File: src/rtl/pipelined_rca.sv
// Ripple-carry adder/subtractor split into STAGES registered chunks; valid/ready on both sides.
// Latency STAGES cycles, one result per cycle; empty stages always fill, so bubbles collapse.
module pipelined_rca #(
  parameter int N      = 32,
  parameter int STAGES = 4
) (
  input  logic         clk,
  input  logic         rst,
  input  logic         in_valid,
  output logic         in_ready,
  input  logic         Sub,
  input  logic         Cin,
  input  logic [N-1:0] operA,
  input  logic [N-1:0] operB,
  output logic         out_valid,
  input  logic         out_ready,
  output logic [N-1:0] resultOUT,
  output logic         Cout,
  output logic         Ovf
);

  localparam int W = N / STAGES;

  if ((STAGES < 1) || (STAGES > N) || ((N % STAGES) != 0)) begin : g_param_check
    $error("pipelined_rca: N must be a multiple of STAGES and 1 <= STAGES <= N");
  end

  logic [STAGES-1:0] v_q;
  logic [STAGES-1:0] c_q;
  logic [STAGES-1:0] c_d;
  logic [STAGES-1:0] carry_in;
  logic [STAGES-1:0] pred_v;
  logic [STAGES:0]   adv;
  logic [N-1:0]      a_q [STAGES];
  logic [N-1:0]      b_q [STAGES];
  logic [N-1:0]      r_q [STAGES];
  logic [N-1:0]      a_d [STAGES];
  logic [N-1:0]      b_d [STAGES];
  logic [N-1:0]      r_d [STAGES];
  logic              ovf_q;
  logic              ovf_d;
  logic              carry;
  logic              carry_msb;

  // Stage k sees the operands/partial result registered by stage k-1; stage 0 sees the ports.
  // Subtraction is folded in at the entry: invert B and force the carry-in to 1.
  always_comb begin
    a_d[0]      = operA;
    b_d[0]      = Sub ? ~operB : operB;
    r_d[0]      = '0;
    carry_in[0] = Sub | Cin;
    pred_v[0]   = in_valid;
    for (int k = 1; k < STAGES; k++) begin
      a_d[k]      = a_q[k-1];
      b_d[k]      = b_q[k-1];
      r_d[k]      = r_q[k-1];
      carry_in[k] = c_q[k-1];
      pred_v[k]   = v_q[k-1];
    end
    c_d       = '0;
    carry     = 1'b0;
    carry_msb = 1'b0;
    for (int k = 0; k < STAGES; k++) begin
      carry = carry_in[k];
      for (int i = 0; i < W; i++) begin
        carry_msb        = carry;
        r_d[k][k*W + i]  = a_d[k][k*W + i] ^ b_d[k][k*W + i] ^ carry;
        carry            = (a_d[k][k*W + i] & b_d[k][k*W + i]) |
                           (carry & (a_d[k][k*W + i] ^ b_d[k][k*W + i]));
      end
      c_d[k] = carry;
    end
    // After the last chunk, carry_msb is the carry into bit N-1 and carry the carry out of it.
    ovf_d = carry_msb ^ carry;
  end

  always_comb begin
    adv         = '0;
    adv[STAGES] = out_ready;
    for (int k = STAGES - 1; k >= 0; k--) begin
      adv[k] = !v_q[k] || adv[k+1];
    end
  end

  always_ff @(posedge clk or posedge rst) begin
    if (rst) begin
      v_q   <= '0;
      c_q   <= '0;
      ovf_q <= 1'b0;
      for (int k = 0; k < STAGES; k++) begin
        a_q[k] <= '0;
        b_q[k] <= '0;
        r_q[k] <= '0;
      end
    end else begin
      for (int k = 0; k < STAGES; k++) begin
        if (adv[k]) begin
          v_q[k] <= pred_v[k];
          // Data only moves with a valid token so idle inputs never disturb held state.
          if (pred_v[k]) begin
            a_q[k] <= a_d[k];
            b_q[k] <= b_d[k];
            r_q[k] <= r_d[k];
            c_q[k] <= c_d[k];
          end
        end
      end
      if (adv[STAGES-1] && pred_v[STAGES-1]) begin
        ovf_q <= ovf_d;
      end
    end
  end

  assign in_ready  = adv[0];
  assign out_valid = v_q[STAGES-1];
  assign resultOUT = r_q[STAGES-1];
  assign Cout      = c_q[STAGES-1];
  assign Ovf       = ovf_q;

endmodule

File: config.mk
export PLATFORM = sky130hd
export DESIGN_NAME = pipelined_rca
export DESIGN_NICKNAME = d
export VERILOG_FILES = /design/src/rtl/pipelined_rca.sv
export SDC_FILE = /design/constraint.sdc
export NUM_CORES = 1
export LEC_CHECK = 0
export BUFFER_PORTS_ARGS = -buffer_cell sky130_fd_sc_hd__buf_2
export CAP_MARGIN = 10
export CORE_ASPECT_RATIO = 0.75
export CORE_MARGIN = 1
export CORE_UTILIZATION = 50
export DETAILED_ROUTE_END_ITERATION = 7
export PLACE_DENSITY_LB_ADDON = 0.3
export RECOVER_POWER = 100
export SKIP_CTS_REPAIR_TIMING = 1
export SLEW_MARGIN = 20
export SYNTH_ARGS = -nofsm -noshare
export SYNTH_HDL_FRONTEND = slang
export SYNTH_SLANG_ARGS = --single-unit
File: constraint.sdc
create_clock -name clk -period 5.9 [get_ports clk]
set_input_delay 1.18 -clock clk [delete_from_list [all_inputs] [get_ports clk]]
set_output_delay 1.18 -clock clk [all_outputs]
set_load 0.01 [all_outputs]
==> run metrics <==
run status complete, but fails checks; failing checks capacitance limit, slew limit; I/O pins ~110; CTS tree built; number of clock sinks 185; max_cap viols 3; dominant synthesized flop cell dfrtp_1; crit share post-route around 83%; P&R area growth vs syn 14.7%; Non-Filler Instances 845; synth warn 0; Post-Syn Area 8040 sq um; first-pass iteration count of the detailed router 4; Syn Area/Cell approximately 15 sq um; clk_skew between 9 and 10 ps; Post-route DRC 0; maximum vdd drop 0.192 mV; number of global-route vias before repair 4703; die area 16600 sq um; placer congestion estimate 0.761; post-synth top area share 57.6%; startpoint types input pin; final antenna-violating net count 0; # port buffers 105; Mapped Cells 519; global route overflow 0; crit path DAT 5210 ps; # nets final 728; pin count of the biggest net entering global routing 186; Final Setup Violations 0; Syn Nets slightly above 600; RSZ-0062 raised after global routing false; clk slew on worst S/H paths around 70 ps; H-Tree Depth 4; post-DP HPWL 9.32 mm; setup_tns 0 ps; top post-synthesis cells by area dfrtp_1 58%, mux2_2 19%, fa_1 8.0%; DIE WIDTH between 100 and 150 microns; Yosys cell types 22; first-pass GRT wire length 24.0 mm; Tmin final ~4900 ps; maximum clock insertion buffer count 2; GRT Overall Usage 19.2%; WS Path Type input pin to flip-flop; worst slew pin tran 1890 ps; Via density 5.02; Synth top cells by count 185 x dfrtp_1, 136 x mux2_2, 39 x inv_1, 32 x fa_1, 24 x xor2_1; reg-to-reg setup timing slack 2010 ps; fin util 59.6%; Synth area leader dfrtp_1; Hold WC Path Type flip-flop to flip-flop; Fin. Hold Viols 0; PwrDens 469 nW/um^2; layout cells sized above 1 a little under two fifths; setup slack after placement 724 ps; max_slew headroom -26.3%; CTS Root Cell clkbuf_16; Worst-Skew Late Latency 420 ps; Max Slew Vio Count 85; via count of the routed design about 4200; Core Area 15500 sq um; Die Ht 112 microns; Fmax 204 MHz; FILL cells 1276; most common cell in the netlist dfrtp_1; Core Rows 39; initial antenna violation count 1; cts bufs inserted 17; Worst Path Max Fanout 7; Starting DRT DRC Count 122; P_leak 4.13 nW; Initial Util 51.9%; Setup crit end kind flip-flop; WL per Instance 16.7 microns; FFs w/ async S/R, synth 100%; Post-Route WL approximately 14 mm; Synth Register Bits 185; Design Power 4.32 mW; Req. time, crit path 6200 ps; placed cell count 812; Post-synth EDFFs 0; Seq/Total Area, Yosys 57.6%; post-route setup slack 994 ps
-- final timing paths --
| path | cells after the start | endpoint | startpoint |
|---|---|---|---|
| hold / removal | 1 | a_d[72]$_DFFE_PP0P_ | a_d[72]$_DFFE_PP0P_ |
| max in group asynchronous | 3 | b_d[55]$_DFFE_PP0P_ | rst |
| setup reg to reg | 13 | Ovf$_DFFE_PP0P_ | a_d[24]$_DFFE_PP0P_ |
| min in group asynchronous | 3 | r_d[4]$_DFFE_PP0P_ | rst |
| setup / recovery | 13 | r_d[71]$_DFFE_PP0P_ | Sub |
| hold reg to reg | 1 | a_d[72]$_DFFE_PP0P_ | a_d[72]$_DFFE_PP0P_ |
-- report_power, final --
part	internal, mW	switching [mW]	total (mW)
Sequential	1.74	0.258	1.99
Combinational	0.634	0.523	1.16
Clock	0.684	0.487	1.17
-- routing by layer --
| metal | vias up | track usage (%) | share of wire (%) |
|---|---|---|---|
| met3 | 12 | 4.26 | 3.8 |
| met2 | 81 | 31.3 | 49 |
| li1 | 1955 | - | - |
| met1 | 2194 | 25.4 | 46 |
| met5 | - | 0 | 0 |
| met4 | 0 | 6.80 | 1.2 |
-- sequential cells by signal, indices dropped and copies added, names as in the netlist --
register and count:
b_d 48, c_q 4, Ovf 1, a_d 48
resultOUT 32, r_d 48, v_q 4
-- cells by family (layout without fill, tap and decap cells) --
family	Yosys count	count (layout)	synth area share, %
other	0	1	0
AOI/OAI and AO/OA	25	25	1.68
adders and majority gates	32	32	7.97
xor gates and xnor gates	33	33	3.60
buffers and inverters	62	182	3.64
and+or+nand+nor	13	13	0.950
DFF	185	185	57.6
muxes	169	169	24.5
-- cell usage in the layout (no fill, tap or decap), types with 4 or more instances in the layout --
cell type,instances
o21ai_0,18
mux2_1,17
mux2i_1,11
buf_2,66
inv_1,38
mux2_2,136
clkbuf_16,17
dfrtp_1,185
nand2_1,5
xor2_1,24
fa_1,32
clkbuf_1,44
nand2b_1,4
xnor2_1,9
mux2_4,5
-- worst max-delay path, stage by stage --
cell and delay (ps):
clkbuf_1 390, xor2_1 220, fa_1 200, inv_1 70, fa_1 440, fa_1 400, fa_1 390, fa_1 410
fa_1 390, fa_1 360, inv_1 70, fa_1 400, mux2_2 270
-- per-stage QoR --
stage / hold WS [ps] / instance area, sq um
6_report: 492 / 9210
5_1_grt: 519 / 9210
4_1_cts: 504 / 9380
3_5_place_dp: 488 / 8770
3_3_place_gp: 481 / 8740
2_1_floorplan: 470 / 8040
-- layout make-up --
class	instances	area, sq um	area share [%]
flip-flops and latches	185	4630	50.3
multi-input cells	272	3050	33.1
repair buffers	111	519	5.64
clock buffers	19	443	4.81
well taps	205	256	2.78
clock inverters	13	169	1.83
inverters	39	148	1.60
diodes	1	2.50	0.0272
No activity file was read; power rests on OpenSTA's default activity.
